<file path="config.mk">
export PLATFORM = sky130hd
export DESIGN_NAME = num_format_row
export DESIGN_NICKNAME = d
export VERILOG_FILES = /design/src/rtl/num_row_pkg.sv /design/src/rtl/bin_to_bcd.sv /design/src/rtl/num_format_row.sv
export SDC_FILE = /design/constraint.sdc
export NUM_CORES = 1
export LEC_CHECK = 0
export BUFFER_PORTS_ARGS = -buffer_cell sky130_fd_sc_hd__buf_2
export CAP_MARGIN = 20
export CORE_UTILIZATION = 45
export CTS_BUF_LIST = sky130_fd_sc_hd__clkbuf_4 sky130_fd_sc_hd__clkbuf_8 sky130_fd_sc_hd__clkbuf_16
export DETAILED_ROUTE_END_ITERATION = 16
export GPL_TIMING_DRIVEN = 0
export HOLD_SLACK_MARGIN = 0.02
export SLEW_MARGIN = 20
export SYNTH_ARGS = -nofsm -noshare
export SYNTH_HDL_FRONTEND = slang
export SYNTH_SLANG_ARGS = --single-unit
</file>
<file path="constraint.sdc">
create_clock -name clk_i -period 3.8 [get_ports clk_i]
set_clock_uncertainty 0.05 [all_clocks]
set_input_delay 0.76 -clock clk_i [delete_from_list [all_inputs] [get_ports clk_i]]
set_output_delay 0.76 -clock clk_i [all_outputs]
set_load 0.01 [all_outputs]
</file>
<file path="src/rtl/num_row_pkg.sv">
// Shared definitions for the numeric display row: FSM state encoding, ASCII
// constants and digit helpers.
package num_row_pkg;

  typedef enum logic [1:0] {
    StIdle,
    StConvert,
    StCommit
  } state_e;

  localparam logic [7:0] AsciiSpace    = 8'h20;
  localparam logic [7:0] AsciiZero     = 8'h30;
  localparam logic [7:0] AsciiAlphaOff = 8'h37;  // "A" - 10
  localparam logic [7:0] AsciiH        = 8'h48;
  localparam logic [7:0] AsciiD        = 8'h44;
  localparam logic [7:0] AsciiColon    = 8'h3A;

  // Number of hex characters needed to show a value of the given bit width.
  function automatic int unsigned hex_digits(input int unsigned width);
    return (width + 3) / 4;
  endfunction

  // Uppercase ASCII for one hex nibble.
  function automatic logic [7:0] hex_ascii(input logic [3:0] nib);
    if (nib < 4'd10) begin
      return AsciiZero + {4'h0, nib};
    end
    return AsciiAlphaOff + {4'h0, nib};
  endfunction

endpackage

</file>
<file path="src/rtl/bin_to_bcd.sv">
// Iterative double-dabble converter: one add-3/shift step per cycle for
// VALUE_WIDTH cycles after start_i. done_o is high during the final step; bcd_o
// holds the result from the following cycle until the next start.
module bin_to_bcd
  import num_row_pkg::*;
#(
  parameter int unsigned VALUE_WIDTH = 16,
  parameter int unsigned DEC_DIGITS  = 5
) (
  input  logic                    clk_i,
  input  logic                    reset_i,
  input  logic                    start_i,
  input  logic [VALUE_WIDTH-1:0]  value_i,
  output logic                    busy_o,
  output logic                    done_o,
  output logic [DEC_DIGITS*4-1:0] bcd_o
);

  localparam int unsigned DecW = DEC_DIGITS * 4;
  localparam int unsigned SrW  = DecW + VALUE_WIDTH;
  localparam int unsigned CntW = $clog2(VALUE_WIDTH + 1);

  // BCD field on top, remaining binary bits below; both shift left together.
  logic [SrW-1:0]  sr_q, sr_d;
  logic [CntW-1:0] cnt_q;
  logic [DecW-1:0] adj;

  // One double-dabble step: correct every BCD nibble >= 5, then shift.
  always_comb begin
    adj = sr_q[SrW-1 -: DecW];
    for (int k = 0; k < DEC_DIGITS; k++) begin
      if (sr_q[VALUE_WIDTH + k*4 +: 4] >= 4'd5) begin
        adj[k*4 +: 4] = sr_q[VALUE_WIDTH + k*4 +: 4] + 4'd3;
      end
    end
    sr_d = {adj, sr_q[VALUE_WIDTH-1:0]} << 1;
  end

  // Load on start, then step until the counter runs out.
  always_ff @(posedge clk_i) begin
    if (reset_i) begin
      sr_q  <= '0;
      cnt_q <= '0;
    end else if (start_i) begin
      sr_q  <= {{DecW{1'b0}}, value_i};
      cnt_q <= CntW'(VALUE_WIDTH);
    end else if (busy_o) begin
      sr_q  <= sr_d;
      cnt_q <= cnt_q - 1'b1;
    end
  end

  assign busy_o = (cnt_q != '0);
  assign done_o = (cnt_q == CntW'(1));
  assign bcd_o  = sr_q[SrW-1 -: DecW];

endmodule

</file>
<file path="src/rtl/num_format_row.sv">
// Formats an unsigned value as a 16-column ASCII row "H:<hex>  D:<dec>".
// Optional macro LEADING_ZERO_BLANK_EN blanks leading decimal zeros.
module num_format_row
  import num_row_pkg::*;
#(
  parameter int unsigned VALUE_WIDTH = 16,
  parameter int unsigned DEC_DIGITS  = 5
) (
  input  logic                   clk_i,
  input  logic                   reset_i,
  input  logic [VALUE_WIDTH-1:0] value_i,
  input  logic                   valid_i,
  output logic                   ready_o,
  output logic                   done_o,
  input  logic [3:0]             outputCharIndex_i,
  output logic [7:0]             outByte_o
);

  localparam int unsigned HEX_DIGITS = hex_digits(VALUE_WIDTH);
  localparam int unsigned HexW       = HEX_DIGITS * 4;
  localparam int unsigned DecW       = DEC_DIGITS * 4;

  state_e                 state_q, state_d;
  logic [VALUE_WIDTH-1:0] value_q;
  logic [HexW-1:0]        hex_q, value_ext;
  logic [DecW-1:0]        dec_q, conv_bcd;
  logic                   done_q;
  logic [7:0]             out_byte_q, char_d;
  logic                   accept, commit, conv_busy, conv_done;
  logic [DEC_DIGITS-1:0]  blank;

  bin_to_bcd #(
    .VALUE_WIDTH(VALUE_WIDTH),
    .DEC_DIGITS (DEC_DIGITS)
  ) u_bin_to_bcd (
    .clk_i  (clk_i),
    .reset_i(reset_i),
    .start_i(accept),
    .value_i(value_i),
    .busy_o (conv_busy),
    .done_o (conv_done),
    .bcd_o  (conv_bcd)
  );

  // Next-state logic: accept in idle, wait for the converter, commit once.
  always_comb begin
    state_d = state_q;
    accept  = 1'b0;
    commit  = 1'b0;
    unique case (state_q)
      StIdle: begin
        if (valid_i) begin
          accept  = 1'b1;
          state_d = StConvert;
        end
      end
      StConvert: begin
        if (conv_done) begin
          state_d = StCommit;
        end else if (!conv_busy) begin
          state_d = StIdle;  // converter lost its job; recover rather than hang
        end
      end
      StCommit: begin
        commit  = 1'b1;
        state_d = StIdle;
      end
      default: state_d = StIdle;
    endcase
  end

  // State, latched value, display registers and done pulse.
  always_ff @(posedge clk_i) begin
    if (reset_i) begin
      state_q <= StIdle;
      value_q <= '0;
      hex_q   <= '0;
      dec_q   <= '0;
      done_q  <= 1'b0;
    end else begin
      state_q <= state_d;
      done_q  <= commit;
      if (accept) begin
        value_q <= value_i;
      end
      if (commit) begin
        hex_q <= value_ext;
        dec_q <= conv_bcd;
      end
    end
  end

  // Zero-extend the value to a whole number of nibbles.
  always_comb begin
    value_ext = '0;
    value_ext[VALUE_WIDTH-1:0] = value_q;
  end

  // Leading-zero mask for the decimal field; the units digit is never blank.
  always_comb begin
    blank = '0;
`ifdef LEADING_ZERO_BLANK_EN
    begin
      logic lead;
      lead = 1'b1;
      for (int j = DEC_DIGITS - 1; j >= 1; j--) begin
        lead     = lead && (dec_q[j*4 +: 4] == 4'd0);
        blank[j] = lead;
      end
    end
`else
    blank = '0;
`endif
  end

  // Column decode from the committed display registers only.
  always_comb begin
    int unsigned idx;
    int unsigned nib;
    logic [3:0]  digit;
    logic        is_blank;
    idx      = {28'd0, outputCharIndex_i};
    nib      = 0;
    digit    = 4'd0;
    is_blank = 1'b0;
    char_d   = AsciiSpace;
    if (idx == 0) begin
      char_d = AsciiH;
    end else if (idx == 1) begin
      char_d = AsciiColon;
    end else if (idx >= 2 && idx <= HEX_DIGITS + 1) begin
      nib = HEX_DIGITS + 1 - idx;
      for (int k = 0; k < HEX_DIGITS; k++) begin
        if (nib == k) digit = hex_q[k*4 +: 4];
      end
      char_d = hex_ascii(digit);
    end else if (idx == 14 - DEC_DIGITS) begin
      char_d = AsciiD;
    end else if (idx == 15 - DEC_DIGITS) begin
      char_d = AsciiColon;
    end else if (idx >= 16 - DEC_DIGITS) begin
      nib = 15 - idx;
      for (int k = 0; k < DEC_DIGITS; k++) begin
        if (nib == k) begin
          digit    = dec_q[k*4 +: 4];
          is_blank = blank[k];
        end
      end
      char_d = is_blank ? AsciiSpace : (AsciiZero + {4'h0, digit});
    end
  end

  // One-cycle registered character output.
  always_ff @(posedge clk_i) begin
    if (reset_i) begin
      out_byte_q <= AsciiSpace;
    end else begin
      out_byte_q <= char_d;
    end
  end

  assign ready_o   = (state_q == StIdle);
  assign done_o    = done_q;
  assign outByte_o = out_byte_q;

endmodule

</file>
==> results.ini <==
[status]
status = complete, no violations

[setup_path]
critical_path_class = in2reg
crit_required_ps = 4000
crit_family = simple AND/OR/NAND/NOR gates
cp_cell_sequence = buf_2, buf_2, inv_1, ha_1, nor3_1, o21ai_2, or2_4, ha_1, nand2_1, nor3_1, a311oi_1, a211oi_2
max_stage_delay_ps = 390
path_max_fanout = 10
slowest_stage = a311oi_1
cp-end-kind = register
worstSetupStartpointType = input pin
rrSetupSlack_ps = 1800
critPathBufInv = 3
arrival_ps = 2960

[route]
wirelength_um = 11100
vias_per_cell = 5.20
vias = 4053
routedWlPerCell_um = 14.2
drc = 0
drt_iter0_markers = 172
drt_pass1_iterations = 4
ant_nets = 0

[cells_and_area]
layout.nets = 680
drive_gt1_share_pct = 11.5
fin_util_pct = 51.4
area_growth_pct = 11.6
diodes = 0

[clocking]
clkLatencyLatePin_ps = 370
cts_root_buffer = clkbuf_8
clockBufferDepth = 2
clkTransAtPathRegs_ps = 100
ctsHoldBuffers = 0
cts_made_buffers = 9
clock-sinks = 103
cts_tree = done
cts.repair.resized = 0
post_cts_buffers = 0
htreeDepth = 3

[logic_synthesis]
yosysWarnings = 0
synthFlopType = dfxtp_1
synth_area_leaders = dfxtp_1 44%, nand2_1 14%, a21oi_1 9.1%, ha_1 4.5%, a311oi_1 3.1%
async_reset_ff_share_pct = 0
ys_top_cells_by_count = 175 x nand2_1, 103 x dfxtp_1, 86 x a21oi_1, 33 x nor2_1, 29 x clkbuf_1
syn_area_mm2 = 0.00474
yosysMostFrequentCell = nand2_1
ys_seq_elements = 103
synth_top_area_cell = dfxtp_1
ys_types = 49
synth_edf_count = 0
synth-seq-area-share_pct = 43.5
synthCells = 599
avgSynthCellArea_um2 = 7.91
synth_top_area_share_pct = 43.5
syn-num-nets = 639

[global_route]
grt-ovfl-total = 0
antenna_found_initial = 0
grt_usage_pct = 21.4
grt_pass1_wl_um = 18600
grt_pass1_vias = 3928
grt_max_degree = 17

[timing]
fin_crit_sh_pct = 72.7
worstMarginPinSlew_ps = 594
fin_crit_ps = 2760
rsz0062_at_grt = no
setup_viol = 0
max_freq_ghz = 0.362
slew_viol_final = 0
hold_viol_final = 0
finalSetupTns_ps = 0
timing.slew.headroom_pct = 60.0

[pwr]
power_density_mw_per_mm2 = 550
vdd_drop_max_uv = 666
switchingPower_mw = 1.03
comb_power_share_pct = 29.0
intPower_mw = 1.88
seq_power_share_pct = 44.2
p_leak_nw = 1.87
clkPwrFrac_pct = 26.8
switching_share_pct = 35.3

[floorplanning]
die_width_um = 105
io_pins = 33
rows = 37
dieHeight_um = 105
die_area_mm2 = 0.0109
start_util_pct = 46.1
core_mm2 = 0.0103

[placement]
portBuffers = 30
hpwl_um = 8410
routabilityCongestion = 0.787

[worst_hold_path]
hold_class = reg2reg

[flow_run]
cap_violations = 0

==> path summary, 6_finish.rpt <==
path | startpoint | end | cells past startpoint
setup reg to reg | hex_q[13] | outByte_o[2] | 8
setup / recovery | outputCharIndex_i[3] | outByte_o[2] | 12
hold / removal | hex_q[2] | hex_q[2] | 2
hold reg to reg | hex_q[2] | hex_q[2] | 2
==> registers in the layout (all words and copies together), names as in the netlist <==
name / flops
hex_q: 16
dec_q: 20
outByte_o: 7
done_o: 1
value_ext: 16
u_bin_to_bcd.cnt_q: 5
u_bin_to_bcd.sr_q: 36
state_q: 2
==> final cells by class <==
type | count | area (um^2)
multi-input combinational | 436 | 2420
sequential | 103 | 2060
clock inverter | 4 | 77.6
inverter | 18 | 70.1
buffer | 42 | 183
tap | 136 | 170
clock buffer | 11 | 151
fill | 1043 | 4990
timing repair buffer | 30 | 150
==> per-layer routing <==
| layer | routed length, um | up-vias | global-route usage (%) |
|---|---|---|---|
| met3 | 282 | 7 | 3.87 |
| met4 | 120 | 0 | 6.84 |
| met2 | 5270 | 62 | 35.7 |
| met5 | 0 | - | 0 |
| met1 | 5430 | 1885 | 28.1 |
| li1 | - | 2099 | - |
==> power groups by stage <==
stage	Sequential (mW)	Clock (mW)	Combinational (mW)
3_5_place_dp	1.31	0	0.850
5_1_grt	1.30	0.842	0.968
6_report	1.29	0.780	0.842
3_3_place_gp	1.31	0	0.825
2_1_floorplan	1.29	0	0.616
4_1_cts	1.29	0.803	0.852
==> stage by stage <==
step | std cells | hold slack [ps] | instance area [um^2] | worst slack, ps | power [mW]
after floorplan | 599 | 382 | 4740 | 1070 | 1.91
after global placement | 765 | 391 | 5060 | 726 | 2.13
after detailed placement | 765 | 397 | 5060 | 661 | 2.16
after CTS | 780 | 410 | 5290 | 1060 | 2.94
after global routing | 780 | 430 | 5290 | 913 | 3.11
final | 780 | 407 | 5290 | 1040 | 2.91
==> worst register-to-register path, cell delays in order, from the launching register on <==
cell and delay, ps:
dfxtp_1 400, o21bai_1 90, mux2_4 280, or2_4 270
ha_1 200, nand2_1 80, nor3_1 50, a311oi_1 390
a211oi_2 60
==> kinds of logic (layout without fill, tap and decap cells) <==
logic type	count (synthesis)	count (layout)	share of synthesized area, %
AO/OA/AOI/OAI	146	146	18.8
XOR/XNOR	9	9	1.66
adder cells (fa/ha/maj)	17	17	4.49
buffers and inverters	60	105	5.33
flip-flops	103	103	43.5
multiplexers	9	9	3.59
other	1	1	0.0791
AND/OR/NAND/NOR	254	254	22.6
==> layout by cell type (no fill, tap or decap), drive strengths merged, types with 6 or more instances in the layout <==
cell type	n
a211oi	7
a21oi	86
a311oi	17
buf	43
clkbuf	40
dfxtp	103
ha	17
inv	19
mux4	6
nand2	177
nand2b	7
nand3	11
nor2	33
nor3	9
o21ai	23
xnor2	9
(Power assumes the default switching activity.)
